==> src/rtl/seq_scan_ctrl.sv <==
// seq_scan_ctrl: accepts words over valid/ready, serializes them into a 1-bit
// stream and runs a programmable overlapping pattern matcher with a saturating
// match counter and a sticky threshold flag.
// Optional build macro: SEQ_SCAN_LSB_FIRST_EN serializes words LSB first.
module seq_scan_ctrl #(
  parameter int unsigned DATA_W  = 8,
  parameter int unsigned PAT_MAX = 8,
  parameter int unsigned LEN_W   = 4,
  parameter int unsigned CNT_W   = 8
) (
  input  logic               clk,
  input  logic               rst,
  input  logic               cfg_we,
  input  logic [PAT_MAX-1:0] cfg_pat,
  input  logic [LEN_W-1:0]   cfg_len,
  input  logic [CNT_W-1:0]   cfg_thr,
  input  logic               s_valid,
  input  logic [DATA_W-1:0]  s_data,
  output logic               s_ready,
  output logic               bit_out,
  output logic               bit_vld,
  output logic               match,
  output logic [CNT_W-1:0]   match_cnt,
  output logic               thr_hit,
  output logic               busy
);

  localparam int unsigned IdxW = (DATA_W > 1) ? $clog2(DATA_W) : 1;
  localparam logic [IdxW-1:0]  IdxLast = IdxW'(DATA_W - 1);
  localparam logic [LEN_W-1:0] LenMax  = LEN_W'(PAT_MAX);

  typedef enum logic [0:0] {StIdle, StShift} state_e;

  state_e               state_q, state_d;
  logic [DATA_W-1:0]    shreg_q, shreg_d;
  logic [IdxW-1:0]      idx_q, idx_d;
  logic [PAT_MAX-1:0]   pat_q;
  logic [LEN_W-1:0]     len_q;
  logic [CNT_W-1:0]     thr_q;
  logic [PAT_MAX-1:0]   hist_q, hist_d;
  logic [LEN_W-1:0]     fill_q, fill_d;
  logic                 match_q, match_d;
  logic [CNT_W-1:0]     cnt_q, cnt_d;
  logic                 thr_hit_q, thr_hit_d;
  logic                 cfg_take;
  logic                 cur_bit;
  logic [PAT_MAX-1:0]   pat_mask;

`ifdef SEQ_SCAN_LSB_FIRST_EN
  assign cur_bit = shreg_q[0];
`else
  assign cur_bit = shreg_q[DATA_W-1];
`endif

  // Handshake / serializer FSM: next state, shift register and handshake outputs
  always_comb begin
    state_d  = state_q;
    shreg_d  = shreg_q;
    idx_d    = idx_q;
    s_ready  = 1'b0;
    busy     = 1'b0;
    bit_vld  = 1'b0;
    cfg_take = 1'b0;
    unique case (state_q)
      StIdle: begin
        // A config write blocks the word for this cycle
        s_ready  = ~cfg_we;
        cfg_take = cfg_we;
        if (s_valid && !cfg_we) begin
          shreg_d = s_data;
          idx_d   = '0;
          state_d = StShift;
        end
      end
      StShift: begin
        busy    = 1'b1;
        bit_vld = 1'b1;
        if (idx_q == IdxLast) begin
          // Last bit: reload here for gap-free streaming
          s_ready = 1'b1;
          if (s_valid) begin
            shreg_d = s_data;
            idx_d   = '0;
          end else begin
            state_d = StIdle;
          end
        end else begin
`ifdef SEQ_SCAN_LSB_FIRST_EN
          shreg_d = {1'b0, shreg_q[DATA_W-1:1]};
`else
          shreg_d = {shreg_q[DATA_W-2:0], 1'b0};
`endif
          idx_d   = idx_q + 1'b1;
        end
      end
      default: state_d = StIdle;
    endcase
  end

  // Only the low len bits of the pattern take part in the compare
  always_comb begin
    pat_mask = '0;
    for (int unsigned i = 0; i < PAT_MAX; i++) begin
      pat_mask[i] = (LEN_W'(i) < len_q);
    end
  end

  // Matcher, counter and threshold next-state
  always_comb begin
    hist_d    = hist_q;
    fill_d    = fill_q;
    match_d   = 1'b0;
    cnt_d     = cnt_q;
    thr_hit_d = thr_hit_q;
    if (bit_vld) begin
      hist_d = {hist_q[PAT_MAX-2:0], cur_bit};
      fill_d = (fill_q == LenMax) ? fill_q : fill_q + 1'b1;
      match_d = (len_q != '0) && (fill_d >= len_q) && (((hist_d ^ pat_q) & pat_mask) == '0);
    end
    if (match_d && (cnt_q != {CNT_W{1'b1}})) begin
      cnt_d = cnt_q + 1'b1;
    end
    if (match_d && (thr_q != '0) && (cnt_d == thr_q)) begin
      thr_hit_d = 1'b1;
    end
  end

  // State and datapath registers
  always_ff @(posedge clk or negedge rst) begin
    if (!rst) begin
      state_q   <= StIdle;
      shreg_q   <= '0;
      idx_q     <= '0;
      pat_q     <= '0;
      len_q     <= '0;
      thr_q     <= '0;
      hist_q    <= '0;
      fill_q    <= '0;
      match_q   <= 1'b0;
      cnt_q     <= '0;
      thr_hit_q <= 1'b0;
    end else begin
      state_q <= state_d;
      shreg_q <= shreg_d;
      idx_q   <= idx_d;
      match_q <= match_d;
      if (cfg_take) begin
        pat_q     <= cfg_pat;
        len_q     <= (cfg_len > LenMax) ? LenMax : cfg_len;
        thr_q     <= cfg_thr;
        hist_q    <= '0;
        fill_q    <= '0;
        cnt_q     <= '0;
        thr_hit_q <= 1'b0;
      end else begin
        hist_q    <= hist_d;
        fill_q    <= fill_d;
        cnt_q     <= cnt_d;
        thr_hit_q <= thr_hit_d;
      end
    end
  end

  // Gate the stream bit so it reads 0 whenever no bit is being presented
  always_comb begin
    bit_out   = bit_vld & cur_bit;
    match     = match_q;
    match_cnt = cnt_q;
    thr_hit   = thr_hit_q;
  end

endmodule

==> config.mk <==
export PLATFORM = sky130hd
export DESIGN_NAME = seq_scan_ctrl
export DESIGN_NICKNAME = d
export VERILOG_FILES = /design/src/rtl/seq_scan_ctrl.sv
export SDC_FILE = /design/constraint.sdc
export NUM_CORES = 1
export LEC_CHECK = 0
export ABC_AREA = 1
export CELL_PAD_IN_SITES_DETAIL_PLACEMENT = 1
export CELL_PAD_IN_SITES_GLOBAL_PLACEMENT = 1
export CORE_MARGIN = 2
export CORE_UTILIZATION = 40
export CTS_CLUSTER_DIAMETER = 100
export DETAILED_ROUTE_END_ITERATION = 8
export GPL_TIMING_DRIVEN = 1
export HOLD_SLACK_MARGIN = 0.1
export PLACE_DENSITY = 0.8
export SLEW_MARGIN = 10
export SYNTH_ARGS = -nofsm -noshare
export SYNTH_HDL_FRONTEND = slang
export SYNTH_SLANG_ARGS = --single-unit
==> constraint.sdc <==
create_clock -name clk -period 2.6 [get_ports clk]
set_input_delay 0.26 -clock clk [delete_from_list [all_inputs] [get_ports clk]]
set_output_delay 0.26 -clock clk [all_outputs]
set_load 0.02 [all_outputs]
# Word level (Yosys, flattened, before mapping)
# Cells that the tools add are included.
totals:
  output_inout_bits: 14
  ff_bits: 53
op_classes:
  eq_ne: 6
  n_mux: 27
  add_sub_neg: 3
  n_bitwise: 5
  n_reduce_logical: 13
  n_lt_le_gt_ge: 10
op_table:
  columns: ["cell", "count"]
  rows:
  - ["$mux W8", 5]
  - ["$lt A3 B4 Y1 const A", 4]
  - ["$mux W4", 4]
  - ["$pmux W8 S2", 1]
  - ["$mux W7", 2]
  - ["$mux W1", 9]
  - ["$mux W3", 3]
  - ["$add A8 B1 Y8 const B", 1]
  - ["$and A8 B8 Y8", 1]
  - ["$eq A8 B8 Y1", 1]
  - ["$logic_not A8 Y1", 1]
  - ["$lt A1 B4 Y1 const A", 2]
  - ["$lt A2 B4 Y1 const A", 2]
  - ["$ne A8 B8 Y1 const B", 1]
  - ["$reduce_bool A8 Y1", 1]
  - ["$xor A8 B8 Y8", 1]
  - ["$logic_and A1 B1 Y1", 6]
  - ["$pmux W3 S2", 1]
  - ["$add A4 B1 Y4 const B", 1]
  - ["$eq A4 B4 Y1 const B", 1]
  - ["$ge A4 B4 Y1", 1]
  - ["$gt A4 B4 Y1 const B", 1]
  - ["$pmux W1 S2", 2]
  - ["$reduce_bool A2 Y1", 2]
  - ["9 further kinds", 10]

# Longest topological paths before layout
# Gate-level depths: netlist (run 1).
depth:
  ltp_word: 12
  ltp_mapped: 22

# Worst setup path before layout (run 1)
# No wires, ideal clock.
synth_timing:
  kind: "register to register"
  startpoint: "register fill_q[0]"
  endpoint: "register thr_hit_q (netlist: thr_hit)"
  arrival_ns: 2.287
  path_slack_ns: 0.239
  required_time_ns: 2.526
  setup_ns: 0.074
  path_stages_with_launch: 22
  n_path_buf: 0
  path_cell_list: "dfrtp_1 inv_1 ha_1 nand3_1 xor2_1 ha_1 inv_1 nand2_1 nand2_1 nand2_1 nand2_1 nand2_1 nand3_1 nor2_8 nand3_1 nand2_1 nand2_1 nand2_1 nand2_1 nor2_1 nand3_1 o21ai_2"
synth_between:
  elab_chain_cells: 11
  word_cells_on_any_way: 13
  cone_classes: "add/sub (1); order compare (1); eq/ne (2); mux (3); reduce/logical (6)"
synth_rtl:
  columns: ["element", "line_no", "text"]
  rows:
  - ["start: declaration", "41", "logic [LEN_W-1:0] fill_q, fill_d;"]
  - ["start signal: assignment", "157", "fill_q <= fill_d;"]
  - ["$add A4 B1 Y4 or $eq A4 B4 Y1 (tied branches)", "117", "fill_d = (fill_q == LenMax) ? fill_q : fill_q + 1'b1;"]
  - ["$mux W4 (*)", "117", null]
  - ["$ge A4 B4 Y1 (*)", "118", "match_d = (len_q != '0) && (fill_d >= len_q) && (((hist_d ^ pat_q) & pat_mask) == '0);"]
  - ["$logic_and A1 B1 Y1 (*) (2 in series)", "118", null]
  - ["$mux W1 (*)", "115", "if (bit_vld) begin"]
  - ["named net match_d", "42", "logic match_q, match_d;"]
  - ["$logic_and A1 B1 Y1", "120", "if (match_d && (cnt_q != {CNT_W{1'b1}})) begin"]
  - ["$mux W8", "120", null]
  - ["$eq A8 B8 Y1", "123", "if (match_d && (thr_q != '0) && (cnt_d == thr_q)) begin"]
  - ["$logic_and A1 B1 Y1 (*)", "123", null]
  - ["$reduce_bool A2 Y1 (no source line) (*)", null, null]
  - ["end signal: assignment", "159", "thr_hit_q <= thr_hit_d;"]
  - ["end: declaration", "44", "logic thr_hit_q, thr_hit_d;"]
# Mark *: on every way through the listed nets, which the timed path passes. The rest lies on a longest branch.
# A chain may end at the register's enable or synchronous reset.

# Worst setup path after layout (run 1)
layout_timing:
  startpoint: "register fill_q[0]"
  endpoint: "register thr_hit_q (netlist: thr_hit)"
layout_between:
  elab_chain_cells: 11
  word_cells_on_any_way: 13
  cone_classes: "add/sub (1); order compare (1); eq/ne (2); mux (3); reduce/logical (6)"
layout_rtl:
  columns: ["element", "line_no"]
  rows:
  - ["$add A4 B1 Y4 or $eq A4 B4 Y1 (tied branches)", "117"]
  - ["$mux W4 (*)", "117"]
  - ["$ge A4 B4 Y1 (*)", "118"]
  - ["$logic_and A1 B1 Y1 (*) (2 in series)", "118"]
  - ["$mux W1 (*)", "115"]
  - ["$logic_and A1 B1 Y1", "120"]
  - ["$mux W8", "120"]
  - ["$eq A8 B8 Y1", "123"]
  - ["$logic_and A1 B1 Y1 (*)", "123"]
  - ["$reduce_bool A2 Y1 (no source line) (*)", null]
# Every way passes the cells marked *; elsewhere a longest branch is shown, timed or not.

==> results of run 1 <==
-- synth_stat cells, types with 2 or more instances --
cell	instances
clkbuf_1	5
nor2_1	12
a21oi_1	10
nand4_2	2
nand3_2	3
nor3_1	2
xor2_1	6
inv_2	2
inv_1	61
nand2_2	6
nand3_1	24
a22o_1	2
o211ai_1	7
o21ai_0	27
ha_1	9
xnor3_1	2
nor4_1	2
a21oi_2	2
nand4_1	4
nand2_1	110
dfrtp_1	53
nor2_8	2
o22ai_1	8
nor2_2	2
-- per-stage QoR --
| step | power, uW | area [um2] | hold WS, ns | util [%] | instances |
|---|---|---|---|---|---|
| floorplan | 2986 | 2975 | -0.03559 | - | 373 |
| global placement | 3545 | 3562 | 0.3202 | 49.38 | 515 |
| detailed placement | 3670 | 3562 | 0.3188 | 49.38 | 515 |
| CTS | 4268 | 3737 | 0.4883 | 51.80 | 527 |
| global route | 4791 | 3801 | 0.5019 | 52.69 | 531 |
| finish | 4395 | 3801 | 0.4873 | 52.69 | 531 |
-- layer usage --
metal / wire, um / share of wire [%] / vias up / GRT usage [%]
li1: - / - / 1309 / -
met4: 79 / 1.0 / 0 / 4.359
met5: 0 / 0 / - / 0
met1: 3550 / 45 / 1309 / 26.99
met3: 228 / 2.9 / 7 / 3.604
met2: 4018 / 51 / 42 / 36.65
-- timing repair --
action	CTS	global route
hold buffers	1	0
pin swaps	11	16
setup buffers	4	4
endpoints found under the setup margin	1	2
resized for setup	11	12
endpoints found under the hold margin	26	0
-- layout make-up --
cell class                      count  area [um2]  area share, %
Sequential cell                    53        1326          34.89
Clock inverter                      2       16.27         0.4279
Multi-Input combinational cell    248        1449          38.12
Inverter                           64       240.2          6.320
Timing Repair Buffer               60       576.8          15.17
Clock buffer                        5       68.82          1.810
Tap cell                           99       123.9          3.259
-- worst min path at each step --
stage          slack [ns]               endpoint
6_report             0.49   idx_q[1]$_DFFE_PN0P_
5_1_grt              0.50   thr_q[0]$_DFFE_PN0P_
4_1_cts              0.49   thr_q[0]$_DFFE_PN0P_
3_5_place_dp         0.32   idx_q[1]$_DFFE_PN0P_
3_3_place_gp         0.32   idx_q[1]$_DFFE_PN0P_
2_1_floorplan       -0.04  fill_q[0]$_DFFE_PN0P_
-- sequential cells by signal (all words and copies together) (netlist names) --
name and flops:
match_cnt 8, pat_q 8, shreg_q 8, thr_q 8, hist_q 7, fill_q 4, len_q 4, idx_q 3
match 1, state_q 1, thr_hit 1
-- logic make-up after synthesis --
kind of cell    Yosys count  synth area share, %
buf+inv                  72                9.504
compound gates           58                11.69
simple gates            172                26.87
xor+xnor                  9                3.574
fa+ha+maj                 9                3.785
flops                    53                44.58
-- where the power goes --
part / leakage [uW] / internal [uW] / switching (uW)
clock: 0.0000402 / 187 / 286
sequential: 0.000672 / 1170 / 289
combinational: 0.00116 / 972 / 1490
==> key figures, run 1 <==
Outcome
  – Status: finished with violations
  – Failing checks: setup timing

Worst setup path
  – Reg2Reg Depth: 21
  – Crit path buf inv count: 2
  – Reg-to-Reg Start: fill_q[0]$_DFFE_PN0P_
  – Worst Setup Start Kind: flop
  – Critical path depth: 21
  – Crit path max-delay family: simple AND/OR/NAND/NOR gates
  – CP max stage delay: roughly 0.44 ns
  – Critical-path maximum fanout: 5
  – WS Path Type: flop to flop
  – Most Frequent Cell on Critical Path: nand2_2
  – Crit path max-delay cell type: dfrtp_1
  – Flop2flop setup slack: -0.11 ns
  – Crit Reg-Reg Endpoint: thr_hit$_DFFE_PN0P_
  – Crit path cell chain: inv_2 -> ha_4 -> nand3_4 -> xor2_2 -> ha_1 -> inv_2 -> nand2_2 -> nand2_2 -> nand2_2 -> nand2_2 -> a21oi_4 -> nand3_4 -> nor2_4 -> nand2_2 -> nand2_2 -> nand2_1 -> nand2_1 -> nand2_2 -> nor2_2 -> nand3_1 -> o21ai_2
  – Critical Path Sink Type: flop
  – Crit. Startpoint: fill_q[0]$_DFFE_PN0P_
  – Required @ worst endpoint: around 2.9 ns
  – Critical path arrival: about 3.0 ns
  – CP Capture Point: thr_hit$_DFFE_PN0P_

Clock network
  – Root Buffer: clkbuf_8
  – Longest Clk Path Bufs: 2
  – CTS tree: built
  – Clock Latency Late Sink: approximately 0.31 ns
  – TritonCTS Buffers: 5
  – Clk slew on worst S/H paths: between 0.1 and 0.15 ns
  – H-tree Lvls: 2
  – Number of clock sinks: between 50 and 60

STA
  – Clock skew: between 0.01 and 0.015 ns
  – Slew headroom: 57.97%
  – Final WS setup: -0.1065 ns
  – Fin Setup TNS: -0.1065 ns
  – Slew Viols, Final: 0
  – RSZ-0062 raised after global routing: yes
  – Worst-margin pin slew: roughly 0.63 ns
  – Final min period: between 2 and 3 ns
  – Final worst path period share: 104.1%
  – Fin. Hold Viols: 0
  – Max Clock Freq: 369.5 MHz
  – Final setup violating endpoints: 1

Routing
  – DR DRC count: 0
  – Via density: about 5.0
  – DR pass1 iterations: 4
  – ANT nets after route: 0
  – Final Routed Wirelength: 7876 um
  – 1st-iter DRT viols: 57
  – Drt wl/cell: ~15 um
  – Via count: about 2,700

Layout
  – Most frequent cells in the layout: nand2_1 (101), inv_1 (58), dfrtp_1 (53)
  – # nets final: ~470
  – Commonest non-fill, non-tap cell in the layout: nand2_1
  – Synth-to-Final Area Change: 27.75%
  – Fraction of layout cells with a size suffix above 1: between 10% and 20%
  – Ant. Diodes: 0
  – Filler Cell Count: 908

Placement
  – Buffers on Ports: 45
  – Post-DP HPWL: 5959 um
  – Pre-CTS setup slack: -0.2028 ns
  – GPL Wtd Cong: between 0.8 and 0.9

Run
  – Max cap viols: 0

Logic synthesis
  – Synth cell types: 34
  – Seq/Total Area, Yosys: roughly 45%
  – Mapped Area: 2975 um2
  – Primary FF master, synth: dfrtp_1
  – EDFF count, synth: 0
  – Synthesized area per cell: 7.977 um2
  – Seq cells post-synth: 53
  – Synth area leaders: dfrtp_1 (45%), nand2_1 (14%), inv_1 (7.7%)
  – Post-synth ARST share: between 90% and 100%
  – Dominant cell type by area after synthesis: dfrtp_1
  – Mapped Cells: ~370
  – Top cell type's share of synthesized area: around 45%
  – Syn Nets: 414
  – Yosys Warn Count: 0

Die
  – Number of placed I/O pins: 46
  – Rows: 31
  – Die ar.: between 8000 and 9000 um2
  – Initial Util: about two fifths
  – Area of the core: 7214 um2
  – Die height: approximately 90 um
  – Die W: between 90 and 100 um

Power and ir drop
  – Lkg Pwr: 0.001876 uW
  – Pwr/cell area: roughly 1200 nW/um2
  – VDD IR max: slightly below 0.6 mV

Global routing
  – Initial antenna violation count: 0
  – Vias in the first global route: 2,918
  – Gr usage total: between 20% and 30%
  – Grt ovf: 0
  – First-pass GRT wire length: about 14,000 um
  – Pin count of the biggest net entering global routing: 28

Hold path
  – Worst min path class: input port to asynchronous set/reset pin
No activity file was read; power rests on OpenSTA's default activity.
==> run 2: changes to the inputs <==
Settings changed: HOLD_SLACK_MARGIN 0.1 to 0.02.
==> results of run 2 <==
The final DEF is identical to that of run 1; final timing and power are the same.
==> run 3: changes to the inputs <==
Settings changed: SLEW_MARGIN 10 to 0.
Clock period 2.6 ns to 2.8 ns, I/O delays scaled along.
==> run 3 against run 2 <==
Effect of this change:
- the flow now finishes without violations
- setup slack better by 0.24 ns
- via count shrank 2.8%
- hold slack lost 0.41 ns
- clock skew is 0.0041 ns lower
- sequential cell count unchanged
- cell count down 0.19%
- core utilization down 0.38 points
- critical path depth fell by 2
- non-clock buffer count is 2 lower
- total power shrank 6.7%
- clock power rose by 2%
- global-route usage down 1.3 points
- critical endpoint unchanged
- largest power group unchanged
==> key figures, run 3 (synthesis gave the netlist of run 1 again) <==
Worst setup path
  – Critical Path Sink Type: flop (unchanged)
  – Critical-path maximum fanout: 8 (was 5)
  – Worst Setup Start Kind: flop (unchanged)
  – Required @ worst endpoint: 3.05 ns (was 2.85 ns)
  – Critical path arrival: 2.92 ns (was 2.96 ns)
  – WS Path Type: flop to flop (unchanged)
  – Reg2Reg Depth: 19 (was 21)
  – Reg-to-Reg Start: fill_q[1]$_DFFE_PN0P_ (was fill_q[0]$_DFFE_PN0P_)
  – Crit Reg-Reg Endpoint: thr_hit$_DFFE_PN0P_ (unchanged)
  – Flop2flop setup slack: 0.13 ns (was -0.11 ns)

Hold path
  – Worst min path class: input port to asynchronous set/reset pin (unchanged)

Die
  – Initial Util: 41.24% (unchanged)
  – Number of placed I/O pins: 46 (unchanged)
  – Area of the core: 7214 um2 (unchanged)
  – Rows: 31 (unchanged)
  – Die ar.: 8144 um2 (unchanged)
  – Die W: 90.25 um (unchanged)
  – Die height: 90.25 um (unchanged)

Global routing
  – Vias in the first global route: 2,765 (was 2,918)
  – Grt ovf: 0 (unchanged)
  – Gr usage total: 19.50% (was 20.84%)
  – First-pass GRT wire length: 13,050 um (was 13,930 um)
  – Gr busiest metal: met2 (unchanged)
  – Pin count of the biggest net entering global routing: 54 (was 28)
  – Met2 Usage GRT: 32.83% (was 36.65%)
  – Initial antenna violation count: 0 (unchanged)
  – Met3 usage: 2.850% (was 3.604%)
  – Grt met1 use: 26.63% (was 26.99%)

Layout
  – Ant. Diodes: 0 (unchanged)
  – Commonest non-fill, non-tap cell in the layout: nand2_1 (unchanged)
  – Final std cells w/o fill: 530 (was 531)
  – Fraction of layout cells with a size suffix above 1: 13.69% (was 15.05%)
  – Cell area after layout: 3774 um2 (was 3801 um2)
  – Synth-to-Final Area Change: 26.83% (was 27.75%)
  – # nets final: 471 (was 473)
  – Most frequent cells in the layout: nand2_1 (107), inv_1 (58), dfrtp_1 (53) (was nand2_1 (101), inv_1 (58), dfrtp_1 (53))

Clock network
  – Root Buffer: clkbuf_8 (unchanged)
  – Number of clock sinks: 53 (unchanged)
  – Number of buffers inserted by hold repair at cts: 0 (was 1)
  – Longest Clk Path Bufs: 2 (unchanged)
  – H-tree Lvls: 2 (unchanged)
  – Clock Latency Late Sink: 0.31 ns (about the same)
  – TritonCTS Buffers: 5 (unchanged)
  – CTS tree: built (unchanged)
  – Clk slew on worst S/H paths: 0.11 ns (about the same)

Placement
  – Post-DP Area: 3542 um2 (was 3562 um2)
  – Buffers on Ports: 45 (unchanged)
  – Cells after DPL: 514 (was 515)
  – Post-DP HPWL: 5713 um (was 5959 um)
  – GPL Wtd Cong: 0.8262 (was 0.8748)

Run
  – Max cap viols: 0 (unchanged)

STA
  – Final min period: 2.665 ns (was 2.707 ns)
  – Final setup violating endpoints: 0 (was 1)
  – Slew Viols, Final: 0 (unchanged)
  – Slew headroom: 53.80% (was 57.97%)
  – Final worst path period share: 95.20% (was 104.1%)
  – Clock skew: 0.009284 ns (was 0.01340 ns)
  – Fin. Hold Viols: 0 (unchanged)
  – Max Clock Freq: 375.2 MHz (was 369.5 MHz)
  – Worst-margin pin slew: 0.6931 ns (was 0.6304 ns)
  – Fin Setup TNS: 0 ns (was -0.1065 ns)
  – RSZ-0062 raised after global routing: yes (unchanged)
  – Fin Hold WS: 0.08085 ns (was 0.4873 ns)

Routing
  – ANT nets after route: 0 (unchanged)
  – 1st-iter DRT viols: 65 (was 57)
  – Drt wl/cell: 14.64 um (was 14.83 um)
  – Via count: 2,593 (was 2,667)
  – Final Routed Wirelength: 7759 um (was 7876 um)
  – DR DRC count: 0 (unchanged)
  – Via density: 4.892 (was 5.023)
  – DR pass1 iterations: 4 (unchanged)

Power and ir drop
  – VDD IR max: 0.4700 mV (was 0.5963 mV)
  – Pwr/cell area: 1087 nW/um2 (was 1156 nW/um2)
  – Lkg Pwr: 0.001875 uW (was 0.001876 uW)

Outcome
  – Status: finished clean (was finished with violations)
==> run 3: metal layers <==
| layer | vias to the layer above | routed length (um) |
|---|---|---|
| met5 | - | 0 |
| li1 | 1299 | - |
| met3 | 8 | 170 |
| met2 | 34 | 3819 |
| met1 | 1252 | 3683 |
| met4 | 0 | 85 |
==> run 3: cell type report <==
cell class | count | area (um2)
inverters | 64 | 240.2
clock inverters | 2 | 17.52
well taps | 99 | 123.9
fillers | 911 | 3441
clock buffers | 6 | 82.58
multi-input cells | 248 | 1440
flip-flops and latches | 53 | 1326
repair buffers | 58 | 543.0
==> run 3: worst max-delay path by stage <==
stage	startpoint	endpoint	depth (start not counted)
2_1_floorplan	fill_q[0]$_DFFE_PN0P_	thr_hit$_DFFE_PN0P_	21
3_3_place_gp	fill_q[0]$_DFFE_PN0P_	thr_hit$_DFFE_PN0P_	19
3_5_place_dp	fill_q[0]$_DFFE_PN0P_	thr_hit$_DFFE_PN0P_	21
4_1_cts	fill_q[0]$_DFFE_PN0P_	thr_hit$_DFFE_PN0P_	19
5_1_grt	fill_q[1]$_DFFE_PN0P_	thr_hit$_DFFE_PN0P_	21
6_report	fill_q[1]$_DFFE_PN0P_	thr_hit$_DFFE_PN0P_	19
==> run 3: worst max-delay path, cell delays in order (launching register included) <==
cell	delay, ns
dfrtp_1	0.40
inv_2	0.09
ha_4	0.15
nand3_4	0.07
xor2_2	0.19
ha_1	0.27
inv_1	0.04
nand2_1	0.05
nand2_1	0.06
nand2_2	0.09
nand2_4	0.06
a21oi_4	0.26
nand4_4	0.20
nand2_1	0.13
nand3_1	0.08
nand2_1	0.07
nand2_1	0.07
nor2_2	0.16
nand3_1	0.11
o21ai_2	0.06
==> run 3: timing repair <==
item,in CTS,in global routing
resized for setup,0,17
endpoints found under the setup margin,0,1
buffers inserted,0,8
==> run 3: per-stage QoR <==
step	util (%)	setup WS [ns]	power, uW
final	52.31	0.1345	4100
after global placement	49.10	0.1568	3279
after floorplan	-	0.4392	2773
after global routing	52.31	-0.07302	4450
after CTS	50.49	0.01004	3879
after detailed placement	49.10	0.03822	3389
==> run 3: report_power, final <==
part	switching (uW)	total, uW	leakage, uW	internal [uW]
registers	260	1340	0.000672	1080
clock network	274	480	0.0000518	206
logic	1370	2280	0.00115	902
total	1910	4100	0.00188	2190
